$ cat src/rtl/conv_k_mem_addr_gen.sv
// conv_k_mem_addr_gen: kernel weight read-address generator (clk, reset async high, start, stall in; addr[LANES*ADDR_W], addr_valid, k_last, grp_idx, busy, done out)
module conv_k_mem_addr_gen #(
  parameter int KSIZE  = 25,
  parameter int NKERN  = 6,
  parameter int LANES  = 2,
  parameter int REPEAT = 64,
  parameter int ADDR_W = 8,
  localparam int GROUPS = NKERN / LANES,
  localparam int EW = KSIZE > 1 ? $clog2(KSIZE) : 1,
  localparam int RW = REPEAT > 1 ? $clog2(REPEAT) : 1,
  localparam int GW = GROUPS > 1 ? $clog2(GROUPS) : 1
) (
  input  logic                      clk,
  input  logic                      reset,
  input  logic                      start,
  input  logic                      stall,
  output logic [LANES*ADDR_W-1:0]   addr,
  output logic                      addr_valid,
  output logic                      k_last,
  output logic [GW-1:0]             grp_idx,
  output logic                      busy,
  output logic                      done
);
  if (NKERN % LANES != 0 || NKERN * KSIZE > 2 ** ADDR_W) begin : g_bad_params
    $error("conv_k_mem_addr_gen: illegal parameter set");
  end
  localparam logic [EW-1:0] E_MAX = EW'(KSIZE - 1);
  localparam logic [RW-1:0] R_MAX = RW'(REPEAT - 1);
  localparam logic [GW-1:0] G_MAX = GW'(GROUPS - 1);
  typedef enum logic [1:0] {IDLE, RUN, FIN} state_t;
  state_t state, state_n;
  logic [EW-1:0] e, e_n;
  logic [RW-1:0] r, r_n;
  logic [GW-1:0] g, g_n;
  logic e_last, r_last, g_last;
  always_ff @(posedge clk or posedge reset)
    if (reset) begin
      state <= IDLE;
      e <= '0;
      r <= '0;
      g <= '0;
    end else begin
      state <= state_n;
      e <= e_n;
      r <= r_n;
      g <= g_n;
    end
  assign e_last = e == E_MAX;
  assign r_last = r == R_MAX;
  assign g_last = g == G_MAX;
  always_comb begin
    state_n = state;
    e_n = e;
    r_n = r;
    g_n = g;
    if (state == IDLE)
      state_n = start ? RUN : IDLE;
    else if (state == FIN)
      state_n = IDLE;
    else if (!stall) begin
      e_n = e_last ? '0 : e + 1'b1;
      r_n = e_last ? (r_last ? '0 : r + 1'b1) : r;
      g_n = e_last && r_last ? (g_last ? '0 : g + 1'b1) : g;
      state_n = e_last && r_last && g_last ? FIN : RUN;
    end
  end
  assign busy       = state == RUN;
  assign addr_valid = busy && !stall;
  assign k_last     = busy && e_last;
  assign done       = state == FIN;
  assign grp_idx    = g;
  for (genvar l = 0; l < LANES; l++) begin : g_lane
    assign addr[l*ADDR_W +: ADDR_W] = ADDR_W'(l * GROUPS * KSIZE) + ADDR_W'(g) * ADDR_W'(KSIZE) + ADDR_W'(e);
  end
endmodule
$ cat config.mk
export PLATFORM = sky130hd
export DESIGN_NAME = conv_k_mem_addr_gen
export DESIGN_NICKNAME = d
export VERILOG_FILES = /design/src/rtl/conv_k_mem_addr_gen.sv
export SDC_FILE = /design/constraint.sdc
export NUM_CORES = 1
export LEC_CHECK = 0
export BUFFER_PORTS_ARGS = -buffer_cell sky130_fd_sc_hd__clkbuf_2
export CORE_MARGIN = 1
export CORE_UTILIZATION = 45
export CTS_CLUSTER_SIZE = 30
export DETAILED_ROUTE_END_ITERATION = 12
export PLACE_DENSITY = 0.69
export SLEW_MARGIN = 20
export SYNTH_ARGS = -nofsm -noshare
export SYNTH_HDL_FRONTEND = slang
export SYNTH_SLANG_ARGS = --single-unit
export TNS_END_PERCENT = 50
$ cat constraint.sdc
create_clock -name clk -period 2.3 [get_ports clk]
set_input_delay 0.46 -clock clk [delete_from_list [all_inputs] [get_ports clk]]
set_output_delay 0.46 -clock clk [all_outputs]
set_load 0.05 [all_outputs]
======== Word-level counts from Yosys, hierarchy flattened ========
Index checks and enable logic that the tools add are counted.
storage, ports and cells
  register bits after elaboration ......... 15
  latch bits .............................. 0
  RAM bits ................................ 0
  bits in read-only memories .............. 0
  bits of input ports ..................... 4
  output and inout port bits .............. 22
  logic and storage cells ................. 37
  memories ................................ 0
cells by class
  $add $sub $neg .......................... 6
  $mul .................................... 1
  div/mod/pow operators ................... 0
  $lt $le $gt $ge ......................... 0
  equality and inequality tests ........... 6
  shift-type cells ........................ 0
  muxes and demuxes ....................... 8
  bitwise gates (word level) .............. 3
  reductions and logical operators ........ 9
operator list
  kind                                                                 count
  2-bit two-way mux                                                    5
  7-bit by 5-bit adder with 8-bit output                               1
  7-bit by 7-bit adder with 8-bit output (first input constant)        1
  8-bit by 5-bit adder with 8-bit output                               1
  4-bit AND reduction                                                  2
  2-bit by 5-bit multiplier with 7-bit output (second input constant)  1
  6-bit by 1-bit adder with 6-bit output (second input constant)       1
  6-bit == test (second input constant)                                1
  6-bit two-way mux                                                    1
  5-bit by 1-bit adder with 5-bit output (second input constant)       1
  5-bit == test (second input constant)                                1
  5-bit two-way mux                                                    1
  2-bit == test (second input constant)                                2
  1-bit logical AND                                                    4
  3-bit by 1-bit != test with 1-bit output (second input constant)     1
  1-bit inverter                                                       3
  3-bit AND reduction                                                  1
  2-bit by 1-bit adder with 2-bit output (second input constant)       1
  2-bit by 1-bit == test with 1-bit output (second input constant)     1
  2-bit logical NOT                                                    1
  1-bit logical NOT                                                    1
  1-bit two-way mux                                                    1

======== Longest topological paths before layout ========
Gate-level depths: netlist of run 1.
  depth after elaboration ................. 7
  gate-level depth with buffers ........... 8
  depth with buffers taken out ............ 7

======== Least setup slack after synthesis of run 1 ========
Ideal clock, no wire load.
  path type ............................... register -> output
  start point ............................. register g[0] (netlist: grp_idx[0])
  end point ............................... output port addr[15]
  arrival ................................. 2,952 ps
  required time ........................... 1,840 ps
  path slack .............................. -1,112 ps
  stages on the path, launching flop included .. 8
  path buffers ............................ 1
  cells stage by stage .................... dfrtp_1 -> inv_1 -> ha_1 -> ha_1 -> buf_2 -> nor2b_1 -> a31oi_1 -> o21ai_0
on the way
  word-level cells in the longest chain between the ends .. 3
RTL lines
  element                                      RTL line  text
  from (decl)                                  34        logic [GW-1:0] g, g_n;
  from (signal assigned)                       46        g <= g_n;
  2-bit by 5-bit multiplier with 7-bit output  73        assign addr[l*ADDR_W +: ADDR_W] = ADDR_W'(l * GROUPS * KSIZE) + ADDR_W'(g) * ADDR_W'(KSIZE) + ADDR_W'(e);
  7-bit by 7-bit adder with 8-bit output       73
  8-bit by 5-bit adder with 8-bit output       73
  to (decl)                                    17        output logic [LANES*ADDR_W-1:0] addr,
Every way passes these cells.

======== Worst setup path in the final report of run 1 ========
  start point ............................. register g[1] (netlist: grp_idx[1])
  end point ............................... output port addr[14]
The elaborated chain is that of the path after synthesis.

==> impl_summary.log, run 1 <==
INFO  metric outcome = complete, but fails checks
INFO  metric max_cap_viols = 0
INFO  metric power-per-cell-area = around 1300 mW/mm2
INFO  metric p_leak = 1.01 nW
INFO  metric worstPathMaxFanout = 3
INFO  metric synth_seq_cells = 15
INFO  metric path_class = register to output port
INFO  metric floorplan.rows = 18
INFO  metric post-synth-top-count-cell = sky130_fd_sc_hd__ha_1
INFO  metric timing.slew.headroom = 0.607
INFO  metric worst_clock_skew_on_the_final_layout = ~0.021 ns
INFO  metric netlist_instances = 135
INFO  metric routed_wire_length_per_instance = 15.2 um
INFO  metric edff_count_synth = 0
INFO  metric utilization = 0.850
INFO  metric floorplan.core_area = 0.00252 mm2
INFO  metric globalRouteOverflowTotal = 0
INFO  metric final_hold_viol_count = 0
INFO  metric critical_path_required = 1.84 ns
INFO  metric clk-insertion-delay-late = roughly 0.30 ns
INFO  metric grt_first_pass_wirelength = between 5 and 6 mm
INFO  metric synth_warnings = 0
INFO  metric post_synth_most_frequent_cells = sky130_fd_sc_hd__ha_1 (17), sky130_fd_sc_hd__dfrtp_1 (15), sky130_fd_sc_hd__inv_1 (14)
INFO  metric gr-usage-all-layers = 0.249
INFO  metric post-route-drc-count = 0
INFO  metric r2r.worst_path.cells = 7
INFO  metric worstMarginPinSlew = 0.588 ns
INFO  metric synth_seq_area_share = 0.305
INFO  metric numCtsBuffers = 3
INFO  metric num-nets-final = 217
INFO  metric worst_setup_path_start_kind = register
INFO  metric synth_top_cells_by_area = sky130_fd_sc_hd__dfrtp_1 (30%), sky130_fd_sc_hd__ha_1 (17%), sky130_fd_sc_hd__xnor2_1 (5.7%), sky130_fd_sc_hd__inv_1 (4.3%), sky130_fd_sc_hd__nand2_1 (4.0%)
INFO  metric syn-cell-area = 0.00123 mm2
INFO  metric clkSlewWorstSetupHoldPaths = 0.11 ns
INFO  metric pin_count_of_the_biggest_net_entering_global_routing = 16
INFO  metric ctsLongestPathBuffers = 2
INFO  metric dpl.hpwl = 2.27 mm
INFO  metric failed_checks = setup timing
INFO  metric async_reset_ff_frac = 1.00
INFO  metric synthesis.nets = 158
INFO  metric worst_ep_arrival_time = 2.23 ns
INFO  metric diodes = 0
INFO  metric first_global_vias = 1143
INFO  metric fin_ws = -0.388 ns
INFO  metric timing.hold.worst.class = primary input to async pin
INFO  metric flip_flop_cell_with_the_highest_count_after_synthesis = sky130_fd_sc_hd__dfrtp_1
INFO  metric antenna_found_initial = 0
INFO  metric drt_iter0_markers = 21
INFO  metric total_vias_in_the_final_route = 1184
INFO  metric end_kind = output port
INFO  metric report.final.slew_viol_count = 0
INFO  metric area_of_the_die = 0.00295 mm2
INFO  metric layout_worst_path_cycle_share = 1.17
INFO  metric synth_area_leader_cell = sky130_fd_sc_hd__dfrtp_1
INFO  metric vdd.ir_drop.worst = ~1.8 mV
INFO  metric rsz0062_at_grt = yes
INFO  metric initial_utilization = 0.488
INFO  metric numClockSinks = 15
INFO  metric fp.dieH = 54.3 um
INFO  metric finalWirelength = between 3 and 4 mm
INFO  metric drive_gt1_frac = 0.549
INFO  metric timing.fmax = 372 MHz
INFO  metric fin_crit = 2.69 ns
INFO  metric die_w = 54.3 um
INFO  metric synthDominantCellAreaShare = 0.305
INFO  metric numPortBuffers = 25
INFO  metric gp_congestion = 0.778
INFO  metric setup_viol = 11
INFO  metric cts_tree = yes
INFO  metric synth.distinct_cells = 34
INFO  metric clock-root-buffer = sky130_fd_sc_hd__clkbuf_4
INFO  metric syn-mean-instance-area = 9.12 um2
INFO  metric cts.htree.levels = 1
INFO  metric layout-area-overhead-vs-synth = 74.2%
INFO  metric avgViaCountPerCell = about 5.3
INFO  metric drtAntennaViolNets = 0
INFO  metric io-pin-count = 26
INFO  metric detailed_router_iteration_count_before_antenna_repair = 4
INFO  metric dpl_worst_slack = -0.200 ns
==> layout by cell type (no fill, tap or decap), types with 2 or more instances in the layout <==
cell type                  Yosys  layout
sky130_fd_sc_hd__buf_8         0       7
sky130_fd_sc_hd__dfrtp_1      15      13
sky130_fd_sc_hd__and2_1        3       3
sky130_fd_sc_hd__nand2_1      13      10
sky130_fd_sc_hd__inv_1        14      11
sky130_fd_sc_hd__a21oi_4       0       2
sky130_fd_sc_hd__fa_2          0       2
sky130_fd_sc_hd__a21oi_1       6       3
sky130_fd_sc_hd__a31oi_4       0       2
sky130_fd_sc_hd__ha_4          0       6
sky130_fd_sc_hd__xnor2_2       0       2
sky130_fd_sc_hd__nor2_4        1       2
sky130_fd_sc_hd__nor2b_1       3       2
sky130_fd_sc_hd__xor2_2        0       2
sky130_fd_sc_hd__nand2_4       1       3
sky130_fd_sc_hd__mux2_1        2       2
sky130_fd_sc_hd__o21ai_4       0       2
sky130_fd_sc_hd__xnor2_4       0       4
sky130_fd_sc_hd__buf_6         2       8
sky130_fd_sc_hd__clkbuf_2      0      12
sky130_fd_sc_hd__nand4_1       2       2
sky130_fd_sc_hd__nor2_1        5       4
sky130_fd_sc_hd__nand3_1       8       8
sky130_fd_sc_hd__xor2_4        0       2
sky130_fd_sc_hd__ha_1         17      10
sky130_fd_sc_hd__xnor2_1       8       2
sky130_fd_sc_hd__buf_4         0      29
sky130_fd_sc_hd__o21ai_0       6       4
sky130_fd_sc_hd__a31oi_1       6       4
sky130_fd_sc_hd__clkbuf_4      0       4
==> registers in the layout (all words and copies together) (netlist names) <==
name	count
grp_idx	2
state	2
e	5
r	6
==> area by class of cell <==
| type | count | area [um2] |
|---|---|---|
| sequential | 15 | 380 |
| tap | 30 | 37.5 |
| clock inverter | 1 | 5.00 |
| fill | 131 | 378 |
| inverter | 14 | 60.1 |
| multi-input combinational | 102 | 1140 |
| timing repair buffer | 58 | 500 |
| clock buffer | 3 | 22.5 |
==> logic make-up after synthesis <==
family / share of synthesized area
AOI/OAI and AO/OA: 0.120
muxes: 0.0183
xor gates and xnor gates: 0.0854
and+or+nand+nor: 0.198
buffers and inverters: 0.0681
adders and majority gates: 0.205
DFF: 0.305
==> where the power goes <==
group | leakage [nW] | internal [mW] | switching, mW
sequential | 0.185 | 0.320 | 0.0649
clock | 0.0177 | 0.0647 | 0.0922
combinational | 0.812 | 0.965 | 1.21
==> layer usage <==
metal	track usage	up-vias	share of wire
li1	-	577	-
met2	0.439	34	0.51
met3	0.0639	2	0.040
met4	0.0556	0	0.0071
met5	0	-	0
met1	0.300	571	0.45
==> worst paths after layout <==
| kind | startpoint | endpoint | slack (ns) |
|---|---|---|---|
| max | grp_idx[1] | addr[14] | -0.39 |
| min | reset | r[2] | 0.18 |
| max reg2reg | e[1] | grp_idx[1] | 0.53 |
| min reg2reg | r[1] | r[1] | 0.54 |
| max in group asynchronous | reset | grp_idx[1] | 1.68 |
| min in group clk | start | state[0] | 0.44 |
==> critical path, cell delays in order (launching register included) <==
cell and delay, ns:
sky130_fd_sc_hd__dfrtp_4 0.52, sky130_fd_sc_hd__inv_6 0.08, sky130_fd_sc_hd__ha_4 0.20, sky130_fd_sc_hd__ha_4 0.17
sky130_fd_sc_hd__ha_4 0.26, sky130_fd_sc_hd__buf_6 0.12, sky130_fd_sc_hd__a21oi_4 0.13, sky130_fd_sc_hd__o31ai_4 0.11
sky130_fd_sc_hd__xnor2_4 0.18, sky130_fd_sc_hd__buf_8 0.16
==> stage by stage <==
stage	power, mW	setup TNS, ns	hold WS [ns]	cells	instance area (um2)
after floorplan	1.67	-1.38	0.361	135	1490
after global placement	2.07	-0.959	0.497	212	1820
after detailed placement	2.10	-1.13	0.517	212	1820
after CTS	2.48	-3.01	0.211	221	2030
after global routing	2.85	-3.69	0.232	223	2140
final	2.72	-2.72	0.184	223	2140
==> repair_timing <==
| item | CTS | global route |
|---|---|---|
| pin swaps | 13 | 10 |
| setup endpoints to repair | 12 | 13 |
| hold buffers | 0 | 0 |
| setup buffers | 5 | 2 |
| resized for setup | 33 | 30 |
(Power assumes the default switching activity.)
==> run 2: changes to the inputs <==
CORE_MARGIN = 2   (was 1)
==> run 2 against run 1 <==
  * Fmax up 0.18%
  * Critical path depth is 1 lower
  * Hold slack improved by 0.029 ns
  * The run still ends with setup timing left
==> impl_summary.log, run 2 (synthesis gave the netlist of run 1 again) <==
INFO  metric numClockSinks = 15 (unchanged)
INFO  metric report.final.slew_viol_count = 0 (unchanged)
INFO  metric grt_use_met3 = 0.0253 (-0.0385)
INFO  metric routed_wire_length_per_instance = 15.9 um (+4.4%)
INFO  metric end_kind = output port
INFO  metric crit_path_cell_trace = inv_6 > ha_4 > ha_4 > ha_4 > nand2_2 > o31ai_4 > xnor2_4 > buf_8
INFO  metric drt_iter0_markers = 13 (-38%)
INFO  metric multi_input_area = 0.00110 mm2 (-3.5%)
INFO  metric grt_util_met1 = 0.277 (-0.0236)
INFO  metric gr-usage-all-layers = 0.238 (-0.0107)
INFO  metric diodes = 0 (unchanged)
INFO  metric postPlaceCellArea = 0.00182 mm2 (+0.41%)
INFO  metric numCtsBuffers = 3 (unchanged)
INFO  metric utilization = 0.844 (-0.00605)
INFO  metric register_area = 380 um2 (unchanged)
INFO  metric setup_viol = 11 (unchanged)
INFO  metric worst_clock_skew_on_the_final_layout = 0.00622 ns (-0.0151 ns)
INFO  metric fill_cells = 128 (-2.3%)
INFO  metric fin_crit = 2.68 ns (-0.00493 ns)
INFO  metric num-nets-final = 218 (+0.46%)
INFO  metric reg_top3 = r (6), e (5)
INFO  metric die_w = 56.3 um (+3.7%)
INFO  metric floorplan.core_area = 0.00254 mm2 (+0.89%)
INFO  metric total_vias_in_the_final_route = 1184 (unchanged)
INFO  metric failed_checks = setup timing
INFO  metric ctsHoldBuffers = 0 (unchanged)
INFO  metric regMostFlops = r
INFO  metric timing.slew.headroom = 0.594 (-0.0137)
INFO  metric finalHoldWorstSlack = 0.213 ns (+0.0289 ns)
INFO  metric largest_reg_flops = 6 (unchanged)
INFO  metric layout.cells.most_common_list = sky130_fd_sc_hd__buf_4 (29), sky130_fd_sc_hd__dfrtp_1 (13), sky130_fd_sc_hd__inv_1 (11), sky130_fd_sc_hd__ha_1 (11), sky130_fd_sc_hd__clkbuf_2 (11)
INFO  metric avgViaCountPerCell = 5.29 (-0.45%)
INFO  metric post-route-drc-count = 0 (unchanged)
INFO  metric crit_slowest_cell = sky130_fd_sc_hd__dfrtp_4
INFO  metric vdd.ir_drop.worst = 1.39 mV (-21%)
INFO  metric outcome = complete, but fails checks
INFO  metric critPathMostFrequentCell = sky130_fd_sc_hd__ha_4
INFO  metric post-layout-total-power = 2.56 mW (-5.6%)
INFO  metric timing.fmax = 373 MHz (+0.18%)
INFO  metric worstMarginPinSlew = 0.609 ns (+0.0206 ns)
INFO  metric cts.htree.levels = 1 (unchanged)
INFO  metric timing.hold.worst.class = primary input to async pin
INFO  metric grt_first_pass_wirelength = 5.93 mm (+15%)
INFO  metric finalWirelength = 3.56 mm (+4.8%)
INFO  metric setup.worst_path.start = grp_idx[1]
INFO  metric fin_ws = -0.384 ns (+0.00493 ns)
INFO  metric layout-area-overhead-vs-synth = 74.5%
INFO  metric path_class = register to output port
INFO  metric io-pin-count = 26 (unchanged)
INFO  metric power-per-cell-area = 1190 mW/mm2 (-5.8%)
INFO  metric r2r_start = e[0]
INFO  metric rsz0062_at_grt = yes
INFO  metric gp_congestion = 0.799 (+2.6%)
INFO  metric drive_gt1_frac = 0.526 (-0.0234)
INFO  metric ctsLongestPathBuffers = 2 (unchanged)
INFO  metric design_area = 0.00215 mm2 (+0.17%)
INFO  metric worst_ep_arrival_time = 2.22 ns (about the same)
INFO  metric grtUsageMet2 = 0.459 (+0.0198)
INFO  metric cts_tree = yes
INFO  metric final_hold_viol_count = 0 (unchanged)
INFO  metric area_of_the_die = 0.00317 mm2 (+7.5%)
INFO  metric clock-root-buffer = sky130_fd_sc_hd__clkbuf_4
INFO  metric p_leak = 0.999 nW (-1.5%)
INFO  metric detailed_router_iteration_count_before_antenna_repair = 4 (unchanged)
INFO  metric numPortBuffers = 25 (unchanged)
INFO  metric max_cap_viols = 0 (unchanged)
INFO  metric initial_utilization = 0.484 (-0.00432)
INFO  metric pin_count_of_the_biggest_net_entering_global_routing = 16 (unchanged)
INFO  metric fp.dieH = 56.3 um (+3.7%)
INFO  metric grt.busiest_layer = met2
INFO  metric dpl_worst_slack = -0.188 ns (+0.0116 ns)
INFO  metric dpl.hpwl = 2.47 mm (+8.6%)
INFO  metric clk-insertion-delay-late = 0.29 ns (about the same)
INFO  metric antenna_found_initial = 0 (unchanged)
INFO  metric floorplan.rows = 18 (unchanged)
INFO  metric worst_path_largest_cell_delay = 0.52 ns (about the same)
INFO  metric final_common_cell = sky130_fd_sc_hd__buf_4
INFO  metric drtAntennaViolNets = 0 (unchanged)
INFO  metric globalRouteOverflowTotal = 0 (unchanged)
INFO  metric clkSlewWorstSetupHoldPaths = 0.10 ns (about the same)
INFO  metric first_global_vias = 1232 (+7.8%)
INFO  metric worst_setup_path_start_kind = register
INFO  metric critical_path_required = 1.84 ns (about the same)
INFO  metric worstPathMaxFanout = 3 (unchanged)
INFO  metric layout_worst_path_cycle_share = 1.17 (-0.00214)
[run 2: stage by stage]
step,std cells,TNS [ns]
CTS,220,-3.00
global placement,211,-0.676
floorplan,135,-1.38
global route,224,-3.89
detailed placement,211,-0.880
finish,224,-3.21
[run 2: path summary, 6_finish.rpt]
kind                               to  slack [ns]  cells past startpoint
setup / recovery             addr[14]       -0.38                      8
hold / removal                   e[0]        0.21                      2
setup reg to reg           grp_idx[1]        0.43                      7
hold reg to reg                  r[0]        0.54                      1
max in group asynchronous  grp_idx[1]        1.64                      2
min in group clk             state[0]        0.46                      3
[run 2: layer usage]
| layer | up-vias | part of all wire |
|---|---|---|
| met2 | 25 | 0.53 |
| met1 | 577 | 0.41 |
| met5 | - | 0 |
| met4 | 0 | 0.030 |
| li1 | 571 | - |
| met3 | 11 | 0.029 |
[run 2: where the power goes]
group	leakage [nW]	internal, mW	total, mW	switching (mW)
Sequential	0.185	0.320	0.379	0.0588
Combinational	0.800	0.870	2.03	1.16
Clock	0.0150	0.0674	0.158	0.0906
[run 2: area by class of cell]
cell class | instances | area share
multi-input cells | 102 | 0.511
repair buffers | 59 | 0.255
flip-flops and latches | 15 | 0.177
inverters | 14 | 0.0268
well taps | 30 | 0.0175
clock buffers | 4 | 0.0122
[run 2: timing repair]
action | in CTS | in global routing
setup buffers | 5 | 4
pin swaps | 13 | 12
endpoints found under the setup margin | 13 | 14
gates resized for setup | 33 | 22
[run 2: worst max-delay path: cells and delay by family, from the launching register on]
family,cells,cell delay [ns]
buf+inv,2,0.24
flops,1,0.52
xor+xnor,1,0.15
simple gates,1,0.07
compound gates,1,0.30
fa+ha+maj,3,0.64
